### config.mk
export PLATFORM = sky130hd
export DESIGN_NAME = buster_shot_controller
export DESIGN_NICKNAME = d
export VERILOG_FILES = /design/src/rtl/buster_shot_controller.sv
export SDC_FILE = /design/constraint.sdc
export NUM_CORES = 1
export LEC_CHECK = 0
export ABC_AREA = 0
export ABC_CLOCK_PERIOD_IN_PS = 5900
export CORE_ASPECT_RATIO = 1.4
export CORE_UTILIZATION = 44
export DETAILED_ROUTE_END_ITERATION = 10
export PLACE_DENSITY_LB_ADDON = 0.12
export SLEW_MARGIN = 40
export SYNTH_ARGS = -nofsm -noshare
export SYNTH_HDL_FRONTEND = slang
export SYNTH_SLANG_ARGS = --single-unit
### constraint.sdc
create_clock -name Clk -period 5.9 [get_ports Clk]
set_input_delay 0.59 -clock Clk [delete_from_list [all_inputs] [get_ports Clk]]
set_output_delay 0.59 -clock Clk [all_outputs]
set_load 0.02 [all_outputs]
### src/rtl/buster_shot_controller.sv
// rtl/buster_shot_controller.sv - buster projectile slot pool: spawn, cooldown, per-frame motion, retire
module buster_shot_controller #(
  parameter int NUM_SHOTS       = 3,
  parameter int SHOT_SPEED      = 4,
  parameter int SHOT_W          = 8,
  parameter int COOLDOWN_FRAMES = 8,
  parameter int MUZZLE_X        = 60,
  parameter int MUZZLE_Y        = 28,
  parameter int SCREEN_RIGHT    = 639
) (
  input  logic                    Clk,
  input  logic                    RESET,
  input  logic                    frame_clk,
  input  logic                    x_shoot_key,
  input  logic                    last_horizontal,
  input  logic [9:0]              Megaman_x_position,
  input  logic [9:0]              Megaman_y_position,
  input  logic [NUM_SHOTS-1:0]    shot_clear,
  output logic [NUM_SHOTS-1:0]    shot_active,
  output logic [NUM_SHOTS-1:0]    shot_dir,
  output logic [10*NUM_SHOTS-1:0] shot_x,
  output logic [10*NUM_SHOTS-1:0] shot_y,
  output logic                    shot_fired,
  output logic [3:0]              shots_in_flight
);

  localparam logic [10:0] LIMIT11 = 11'(SCREEN_RIGHT - SHOT_W);
  localparam logic [10:0] SPD11   = 11'(SHOT_SPEED);
  localparam logic [9:0]  SPD10   = 10'(SHOT_SPEED);
  localparam logic [10:0] MUZX11  = 11'(MUZZLE_X);
  localparam logic [10:0] W11     = 11'(SHOT_W);
  localparam logic [9:0]  MUZY10  = 10'(MUZZLE_Y);
  localparam logic [7:0]  CD8     = 8'(COOLDOWN_FRAMES);

  logic [NUM_SHOTS-1:0] active_q, active_d, dir_q, dir_d, sel;
  logic [9:0]           x_q [NUM_SHOTS];
  logic [9:0]           x_d [NUM_SHOTS];
  logic [9:0]           y_q [NUM_SHOTS];
  logic [9:0]           y_d [NUM_SHOTS];
  logic [7:0]           cd_q, cd_d;
  logic                 prev_q, prev_d, fd_q, tick_q, fired_q, fired_d;
  logic                 press, found, suppress, do_spawn;
  logic [10:0]          spawn_x11, mx11;
  logic [9:0]           spawn_y;

  assign mx11    = {1'b0, Megaman_x_position};
  assign spawn_y = Megaman_y_position + MUZY10;

  always_comb begin
    active_d  = active_q;
    dir_d     = dir_q;
    x_d       = x_q;
    y_d       = y_q;
    cd_d      = cd_q;
    prev_d    = prev_q;
    fired_d   = 1'b0;
    press     = 1'b0;
    found     = 1'b0;
    sel       = '0;
    suppress  = 1'b0;
    do_spawn  = 1'b0;
    spawn_x11 = '0;
    if (tick_q) begin
      for (int n = 0; n < NUM_SHOTS; n++) begin
        if (active_q[n] && !shot_clear[n]) begin
          if (dir_q[n]) begin
            if (({1'b0, x_q[n]} + SPD11) > LIMIT11) active_d[n] = 1'b0;
            else                                    x_d[n] = x_q[n] + SPD10;
          end else begin
            if ({1'b0, x_q[n]} < SPD11) active_d[n] = 1'b0;
            else                        x_d[n] = x_q[n] - SPD10;
          end
        end
      end
      press  = x_shoot_key & ~prev_q;
      prev_d = x_shoot_key;
      // allocation looks at pre-tick flags so a slot freed this tick waits one frame
      for (int n = 0; n < NUM_SHOTS; n++) begin
        if (!active_q[n] && !found) begin
          found  = 1'b1;
          sel[n] = 1'b1;
        end
      end
      if (last_horizontal) begin
        spawn_x11 = mx11 + MUZX11;
        suppress  = spawn_x11 > LIMIT11;
      end else begin
        spawn_x11 = mx11 - W11;
        suppress  = mx11 < W11;
      end
      do_spawn = press && (cd_q == 8'd0) && found && !suppress;
      if (do_spawn) begin
        for (int n = 0; n < NUM_SHOTS; n++) begin
          if (sel[n]) begin
            active_d[n] = 1'b1;
            dir_d[n]    = last_horizontal;
            x_d[n]      = spawn_x11[9:0];
            y_d[n]      = spawn_y;
          end
        end
        fired_d = 1'b1;
        cd_d    = CD8;
      end else if (cd_q != 8'd0) begin
        cd_d = cd_q - 8'd1;
      end
    end
    active_d = active_d & ~shot_clear;
  end

  always_ff @(posedge Clk) begin
    if (RESET) begin
      active_q <= '0;
      dir_q    <= '0;
      for (int n = 0; n < NUM_SHOTS; n++) begin
        x_q[n] <= '0;
        y_q[n] <= '0;
      end
      cd_q     <= '0;
      prev_q   <= 1'b0;
      fd_q     <= 1'b0;
      tick_q   <= 1'b0;
      fired_q  <= 1'b0;
    end else begin
      active_q <= active_d;
      dir_q    <= dir_d;
      x_q      <= x_d;
      y_q      <= y_d;
      cd_q     <= cd_d;
      prev_q   <= prev_d;
      fd_q     <= frame_clk;
      tick_q   <= frame_clk & ~fd_q;
      fired_q  <= fired_d;
    end
  end

  always_comb begin
    shots_in_flight = '0;
    for (int n = 0; n < NUM_SHOTS; n++) begin
      shots_in_flight = shots_in_flight + {3'b000, active_q[n]};
      shot_x[10*n +: 10] = x_q[n];
      shot_y[10*n +: 10] = y_q[n];
    end
  end

  assign shot_active = active_q;
  assign shot_dir    = dir_q;
  assign shot_fired  = fired_q;

endmodule

==> qor.csv, run 1 <==
stage;metric;value;unit
cells_and_area;# diodes;0;
cells_and_area;synth-to-layout area growth;23.1;%
timing;min cycle time layout;3.58;ns
die;Initial Utilization;45.2;%
die;die extent in y;133;µm
drt;routed via count;5554;
die;Die X;95.4;µm
die;IO Pins;99;
yosys;mux cell area share after synthesis;3.80;%
placed_design;Final GP Congestion;0.886;
cts;CTS Root Cell;clkbuf_16;
yosys;register area share after synthesis;29.1;%
die;Site Rows;47;
drt;antenna viol nets, final;0;
pwr;Max IR drop VDD;0.000199;V
timing;RSZ-0062 raised after global routing;false;
drt;DRC viols;0;
yosys;Yosys top cell by area;dfxtp_1;
drt;wl on met1;6820;µm
yosys;Syn. warnings;0;
drt;Post-Route WL;16600;µm
cells_and_area;final net count;809;
yosys;main combinational cell family by area after synthesis;simple AND/OR/NAND/NOR gates;
timing;period utilization;60.7;%
yosys;number of synthesized flops with an enable pin;0;
yosys;cells after synthesis;706;
drt;wire length per cell;18.1;µm
grt;vias in the first global route;5290;
timing;Fmax achieved;0.279;GHz
yosys;simple-gate share of the synthesized area;30.0;%
timing;Fin. Hold Viols;0;
critical_path;Startpoint Class;input pin;
drt;drt pass-1 iters;5;
yosys;Post-synth ARST share;0;%
cts;Clock Tree Buf Depth;2;
yosys;compound-gate portion of the synthesized area;21.9;%
job;max-cap violations;0;
worst_hold_path;Hold WC Path Type;reg2reg;
cts;CTS Hold Bufs;0;
cts;CTS tree;built;
cts;clk slew on worst S/H paths;0.06;ns
drt;met2 wire len;8290;µm
drt;Met3 Wirelength;916;µm
placed_design;# port buffers;96;
pwr;Power Dens Cells;272;nW/µm²
grt;GRT Resource Usage Total;26.8;%
drt;Iteration-0 DRC Markers;312;
cts;post_cts resized;0;
yosys;Synth area leaders;dfxtp_1 (29%), nand2_1 (5.7%), nor2_1 (4.8%);
timing;Rel. slew slack;43.6;%
critical_path;Worst EP required;6.14;ns
drt;vias per cell;6.05;
cts;H-tree Lvls;3;
grt;largest net degree at the start of global routing;75;
cells_and_area;layout cell share with drive strength beyond 1;5.06;%
pwr;Leak;0.00221;µW
yosys;Synth Area in Adders;3.40;%
cells_and_area;Finished Layout Cells;918;
yosys;Mean Syn Cell Area;7.61;µm²
critical_path;Setup CP Type;in2reg;
grt;initial antenna violation count;0;
critical_path;crit-path max FO;12;
cells_and_area;FILL cells;1160;
status;status;complete, no violations;
critical_path;WP data arrival;3.82;ns
die;die area;12700;µm²
timing;Max Clock Skew;0.00645;ns
grt;grt ovf;0;
timing;Sum Neg Setup Slack;0;ns
placed_design;hpwl dp;12200;µm
cts;setup bufs post-CTS;0;
grt;first-pass GRT wire length;26800;µm
drt;highest routed layer;met4;
yosys;post-synth top area share;29.1;%
placed_design;dpl cells;903;
cts;clk_lat worst skew;0.33;ns
timing;actual slew at the worst max-slew pin;0.834;ns
die;core area;11900;µm²
cts;clk sinks;78;
critical_path;CP endpoint kind;register;
yosys;mapped cell area;5370;µm²
timing;Final setup viols;0;
timing;worst hold slack;0.386;ns
timing;Max Transition Viols Final;0;
yosys;XOR/XNOR Fraction of Synth Area;6.03;%
yosys;Yosys reg bits;78;
cts;CTS Buf Count;9;
yosys;Distinct cells, synth;79;
yosys;Primary FF master, synth;dfxtp_1;
-- power by group --
part           internal (µW)  switching (µW)  leakage (µW)
logic                    239             372       0.00144
registers                572            62.6      0.000630
clock network            336             217      0.000141
-- critical path: stages --
cell             delay, ns
clkdlybuf4s50_1       0.49
inv_1                 0.13
ha_1                  0.18
nor3b_1               0.49
nor3_1                0.20
or4_1                 0.65
nor4_4                0.54
buf_4                 0.29
nor2_1                0.06
a211oi_1              0.20
-- per-stage QoR --
step                setup WS [ns]  cell area (µm²)  total power [µW]  util (%)
global placement             1.96             6300              1230      53.1
finish                       2.32             6610              1800      55.7
CTS                          2.15             6610              1800      55.6
floorplan                    2.94             5380              1110         -
global route                 2.11             6610              1890      55.7
detailed placement           1.86             6320              1250      53.2
-- routing by layer --
metal	up-vias	track usage (%)
li1	2699	-
met1	2631	32.3
met2	192	45.5
met3	32	5.29
met4	0	11.1
met5	-	0
-- path summary, 6_finish.rpt --
check	startpoint	endpoint	slack [ns]	depth (start not counted)
setup / recovery	Megaman_x_position[2]	shot_y[12]	2.32	10
hold / removal	fd_q	tick_q	0.39	1
setup reg to reg	cd_q[0]	shot_y[12]	2.49	9
hold reg to reg	fd_q	tick_q	0.39	1
-- synth_stat cells, types with 4 or more instances --
cell	n
a2111oi_0	4
o31ai_1	4
xnor2_1	20
mux2i_1	17
nor4_1	14
nand2_1	81
clkbuf_1	37
a311oi_1	5
a21oi_1	45
nor2_1	69
nor3_1	39
or3_1	8
nand4_1	8
o21a_1	4
dfxtp_1	78
or4_1	4
a31oi_1	16
nor3b_1	6
ha_1	13
nor2b_1	8
inv_1	22
nand2b_1	14
buf_6	4
xor2_1	17
nand3b_1	5
o21ai_0	24
and3_1	7
o22ai_1	5
buf_1	5
and4_1	4
o211ai_1	6
nand3_1	24
a211o_1	4
a211oi_1	14
-- area by class of cell --
class                   count  area, µm²  area share [%]
repair buffers             99        978            14.8
flip-flops and latches     78       1560            23.6
clock buffers              11        243            3.67
clock inverters             4       47.5           0.719
multi-input cells         557       3520            53.2
well taps                 147        184            2.78
inverters                  22       82.6            1.25
-- cell families after synthesis --
group | count (synthesis)
buf+inv | 72
fa+ha+maj | 14
mux | 20
compound gates | 173
other cells | 1
simple gates | 311
xor+xnor | 37
flops | 78
-- cells in the final DEF, fill, tap and decap left out, types with 14 or more instances in the layout --
cell type / netlist / final
a31oi_1: 16 / 16
nor3_1: 39 / 38
clkdlybuf4s50_1: 0 / 95
nor2_1: 69 / 69
xor2_1: 17 / 17
a21oi_1: 45 / 45
xnor2_1: 20 / 20
nor4_1: 14 / 14
a211oi_1: 14 / 14
o21ai_0: 24 / 24
nand2b_1: 14 / 14
mux2i_1: 17 / 17
nand2_1: 81 / 81
inv_1: 22 / 22
dfxtp_1: 78 / 78
nand3_1: 24 / 24
-- registers in the layout, summed over array words and instances, names as in the netlist --
| name | flops |
|---|---|
| shot_x | 30 |
| shot_dir | 3 |
| tick_q | 1 |
| shot_y | 30 |
| shot_fired | 1 |
| cd_q | 8 |
| fd_q | 1 |
| shot_active | 3 |
| prev_q | 1 |
(Power assumes the default switching activity.)
==> run 2: changes to the inputs <==
--- a/config.mk
+++ b/config.mk
@@ -6,7 +6,7 @@
 export NUM_CORES = 1
 export LEC_CHECK = 0
 export ABC_AREA = 0
-export ABC_CLOCK_PERIOD_IN_PS = 5900
+export ABC_CLOCK_PERIOD_IN_PS = 3600
 export CORE_ASPECT_RATIO = 1.4
 export CORE_UTILIZATION = 44
 export DETAILED_ROUTE_END_ITERATION = 10
==> constraint.sdc (replaced) <==
create_clock -name Clk -period 3.6 [get_ports Clk]
set_input_delay 0.36 -clock Clk [delete_from_list [all_inputs] [get_ports Clk]]
set_output_delay 0.36 -clock Clk [all_outputs]
set_load 0.02 [all_outputs]
==> run 2 against run 1 <==
Global-route usage up 0.89 points. Count of clock-buffer cells in the layout up 1. First-iteration DRC count grew 12%. Critical path type is now reg2reg. Largest power group is now combinational logic.
==> qor.csv, run 2 (synthesis gave the netlist of run 1 again) <==
stage;metric;value;unit;change
job;max-cap violations;0;;unchanged
pwr;Leak;0.00226;µW;+2.1%
pwr;Reg power frac;35.5;%;+0.2 points
timing;min cycle time layout;3.36;ns;
grt;first-pass GRT wire length;27400;µm;+2.5%
timing;Sum Neg Setup Slack;0;ns;unchanged
cts;clk slew on worst S/H paths;0.06;ns;about the same
cells_and_area;leading cell types in the layout, fill and taps excluded;clkdlybuf4s50_1 (95), nand2_1 (81), dfxtp_1 (78);;
drt;wl on met1;6930;µm;+1.6%
timing;Final setup viols;0;;unchanged
grt;initial antenna violation count;0;;unchanged
timing;actual slew at the worst max-slew pin;0.831;ns;-0.00321 ns
grt;GRT Resource Usage Total;27.7;%;+0.89 points
die;Site Rows;47;;unchanged
drt;drt pass-1 iters;5;;unchanged
grt;largest net degree at the start of global routing;42;;-44%
cts;CTS Hold Bufs;0;;unchanged
cells_and_area;commonest non-fill, non-tap cell in the layout;clkdlybuf4s50_1;;
drt;Met3 Wirelength;1120;µm;+22%
pwr;Internal;1840;µW;+61%
pwr;Power Dens Cells;440;nW/µm²;+62%
die;IO Pins;99;;unchanged
cts;H-tree Lvls;3;;unchanged
cells_and_area;# diodes;0;;unchanged
drt;Post-Route WL;17100;µm;+2.8%
critical_path;CP endpoint kind;register;;
critical_path;crit-path max FO;12;;unchanged
cts;CTS tree;built;;
cells_and_area;final net count;821;;+1.5%
drt;met2 wire len;8720;µm;+5.3%
die;Die X;95.4;µm;unchanged
critical_path;critical path's largest stage delay;0.76;ns;+0.11 ns
cts;CTS Buf Count;9;;unchanged
worst_hold_path;Hold WC Path Type;reg2reg;;
die;core area;11900;µm²;unchanged
cells_and_area;layout cell share with drive strength beyond 1;5.99;%;+0.94 points
drt;Iteration-0 DRC Markers;349;;+12%
critical_path;Startpoint Class;register;;
drt;vias per cell;6.13;;+1.3%
placed_design;# port buffers;96;;unchanged
cts;setup bufs post-CTS;0;;unchanged
critical_path;CP max-delay cell;or4_1;;
timing;Max Clock Skew;0.00971;ns;+0.00326 ns
drt;highest routed layer;met4;;
cts;clk sinks;78;;unchanged
timing;Rel. slew slack;43.8;%;+0.22 points
die;die area;12700;µm²;unchanged
pwr;clock network power share;28.0;%;-2.7 points
critical_path;Worst EP required;3.86;ns;-2.28 ns
placed_design;hpwl dp;12600;µm;+3.3%
critical_path;CP bufs+invs;2;;-1
cts;Clock Tree Buf Depth;2;;unchanged
die;Initial Utilization;45.2;%;unchanged
timing;worst hold slack;0.427;ns;+0.0415 ns
drt;routed via count;5706;;+2.7%
critical_path;crit-path cells;inv_1, ha_1, or3b_4, or3_1, or4_1, nor4_4, buf_4, nor2_1, a211oi_1;;
critical_path;CP top delay family;simple AND/OR/NAND/NOR gates;;
cts;CTS Root Cell;clkbuf_16;;
die;die extent in y;133;µm;unchanged
drt;wire length per cell;18.3;µm;+1.4%
cts;clk_lat worst skew;0.34;ns;about the same
timing;Fmax achieved;0.297;GHz;
pwr;Max IR drop VDD;0.000304;V;+52%
status;status;complete, no violations;;
pwr;Comb power frac;36.5;%;+2.5 points
cells_and_area;post-layout util;56.1;%;+0.41 points
cts;post_cts resized;0;;unchanged
grt;grt ovf;0;;unchanged
drt;DRC viols;0;;unchanged
critical_path;WP data arrival;3.62;ns;-0.20 ns
placed_design;Placed Area;6400;µm²;+1.3%
timing;period utilization;93.5;%;
drt;antenna viol nets, final;0;;unchanged
cells_and_area;synth-to-layout area growth;24.0;%;
placed_design;Final GP Congestion;0.894;;+0.93%
grt;vias in the first global route;5296;;+0.11%
timing;RSZ-0062 raised after global routing;false;;
critical_path;Setup CP Type;reg2reg;;
timing;Max Transition Viols Final;0;;unchanged
timing;Fin. Hold Viols;0;;unchanged
pwr;Psw;1090;µW;+67%
cells_and_area;Final Cell Area;6660;µm²;+0.74%
pwr;net switching share of the total power;37.1;%;+0.91 points
[run 2: metrics by stage]
stage	std cells	total power, µW	setup slack [ns]
after global routing	931	3100	0.0359
final	931	2930	0.235
after global placement	915	2080	0.305
after detailed placement	915	2100	0.203
after CTS	931	2930	0.244
after floorplan	707	1830	0.642
[run 2: area by class of cell]
type	count	area (µm²)
well taps	147	184
inverters	22	82.6
fillers	1135	5220
clock inverters	4	23.8
clock buffers	12	236
flip-flops and latches	78	1560
repair buffers	111	1070
multi-input cells	557	3510
[run 2: worst reg2reg max path: cells and delay by family, from the launching register on]
family	cells	cell delay (ns)
and+or+nand+nor	5	2.19
buffers and inverters	2	0.40
DFF	1	0.34
AOI/OAI and AO/OA	1	0.19
adders and majority gates	1	0.17
[run 2: per-layer routing]
layer / track usage [%] / vias to the layer above
met4: 8.21 / 0
met1: 33.9 / 2755
li1: - / 2727
met2: 47.6 / 199
met5: 0 / -
met3: 6.03 / 25
[run 2: power groups by stage]
stage / clock [µW] / sequential, µW / combinational [µW]
CTS: 841 / 1040 / 1060
detailed placement: 0 / 1060 / 1050
finish: 819 / 1040 / 1070
global route: 879 / 1050 / 1160
floorplan: 0 / 1050 / 778
global placement: 0 / 1050 / 1030
[run 2: final timing paths]
kind | from | endpoint | slack, ns | depth (start not counted)
worst max-delay path | cd_q[0] | shot_y[12] | 0.24 | 9
worst max register to register | cd_q[0] | shot_y[12] | 0.24 | 9
worst min register to register | fd_q | tick_q | 0.43 | 1
worst min-delay path | fd_q | tick_q | 0.43 | 1
==> RTL change, RTL diff (flow settings as in run 2) <==
Change the parameter `NUM_SHOTS` from 3 to 2.
--- a/src/rtl/buster_shot_controller.sv
+++ b/src/rtl/buster_shot_controller.sv
@@ -1,5 +1,5 @@
 // rtl/buster_shot_controller.sv - buster projectile slot pool: spawn, cooldown, per-frame motion, retire
 module buster_shot_controller #(
-  parameter int NUM_SHOTS       = 3,
+  parameter int NUM_SHOTS       = 2,
   parameter int SHOT_SPEED      = 4,
   parameter int SHOT_W          = 8,
Interface: changed (5 resized); port bits go from 99 to 76. No check against the original RTL was run, so the function may have changed too.
==> RTL change against run 2 <==
The run now ends with design-rule violations left; sequential share of layout area decreased by 1.2 points; power decreased by 18%; largest cell class unchanged; count of clock-buffer cells in the layout decreased by 7; non-clock buffer count decreased by 27; final cell count decreased by 28%; sequential cell count decreased by 22; final area decreased by 24%; worst setup slack improved by 0.32 ns; routed wire length decreased by 37%; clock power decreased by 25%; synthesized area decreased by 24%.
==> RTL change: results (changes against run 2) <==
* XOR/XNOR Fraction of Synth Area at 7.55% (+1.5 points)
* Switch Pwr at 0.874 mW (-20%)
* Slew at the pin with the worst max-slew slack at 0.687 ns (-0.144 ns)
* Number of global-route vias before repair at 3773 (-29%)
* Top post-synthesis cells by area: dfxtp_1, mux2i_1, nor2_1
* Slowest CP cell: nor4_1
* Post-synthesis cell type count at 77 (-2.5%)
* I/O Buffers at 73 (-24%)
* Multiplexer area fraction after synthesis at 7.09% (+3.3 points)
* GP Congestion at 0.842 (-5.9%)
* Worst slack, placed at 0.298 ns (+0.0958 ns)
* Final Skew at 0.00445 ns (-0.00526 ns)
* Dpl cells at 665 (-27%)
* Combinational Power at 1.03 mW (-4%)
* Sequential area share after synthesis at 27.6% (-1.4 points)
* VDD IR max at 414 uV (+36%)
* Vias/cell at 5.81 (-5.2%)
* Final WL at 10800 microns (-37%)
* Pleak at 1.92 nW (-15%)
* Gr usage total at 23.2% (-4.5 points)
* TritonCTS buffer count at 5 (-4)
* Compound-Gate Fraction of Synth Area at 20.9% (-0.96 points)
* Critical path arrival at 3.23 ns (-0.39 ns)
* Placed cell areas at 4850 sq um (-24%)
* Met2 wire len at 5460 microns (-37%)
* Iteration count of the initial detailed-routing pass at 7 (+2)
* CP peak stage delay at 0.60 ns (-0.16 ns)
* Yosys Warn Count at 0 (unchanged)
* Nets at 606 (-26%)
* Routing usage on met2 at 41.5% (-6.1 points)
* Detailed Route Iter0 Violations at 250 (-28%)
* Status: finished with violations
* Clock network power at 0.613 mW (-25%)
* Commonest cells post-synth: dfxtp_1, nor2_1, nand2_1
* Met1 capacity usage during global routing at 27.2% (-6.6 points)
* DR WL met3 at 596 microns (-47%)
* Routing usage on met3 at 3.99% (-2.0 points)
* Global-route wire length before repair at 18200 microns (-34%)
* Share of post-route cells with drive strength above 1 at 8.32% (+2.3 points)
* Failing checks: design-rule violations
* Met1 Wirelength at 4430 microns (-36%)
* Kind of cell adding the most delay to the critical path: compound AO/OA/AOI/OAI gates
* Drt wl/cell at 16.1 microns (-12%)
* Post-synthesis cell count at 509 (-28%)
* Clock latency on the worst-skew pair at 0.29 ns (-0.05 ns)
* Pin count of the biggest net entering global routing at 46 (+9.5%)
* DR DRC count at 2 (+2)
==> RTL change: changes by cell type in the layout (fill, tap and decap cells not counted), sizes merged, moves of 7 or more <==
cell / delta
clkdlybuf4s50: -22
clkbuf: -7
a21oi: -23
nor3: -25
nand2b: -8
dfxtp: -22
nor2: -18
nand2: -41
nor4: -10
==> RTL change: cell type report <==
type / count / area (sq um) / share of cell area (%)
clock buffers: 5 / 125 / 2.48
clock inverters: 2 / 60.1 / 1.19
inverters: 25 / 93.8 / 1.86
multi-input cells: 393 / 2680 / 53.2
flip-flops and latches: 56 / 1120 / 22.2
well taps: 107 / 134 / 2.66
repair buffers: 84 / 826 / 16.4
==> RTL change: worst paths after layout <==
| path | from | endpoint | slack, ns | cells past startpoint |
|---|---|---|---|---|
| setup reg to reg | shot_x[12] | shot_x[12] | 0.55 | 8 |
| setup / recovery | shot_x[12] | shot_x[12] | 0.55 | 8 |
| hold / removal | fd_q | tick_q | 0.39 | 1 |
| hold reg to reg | fd_q | tick_q | 0.39 | 1 |
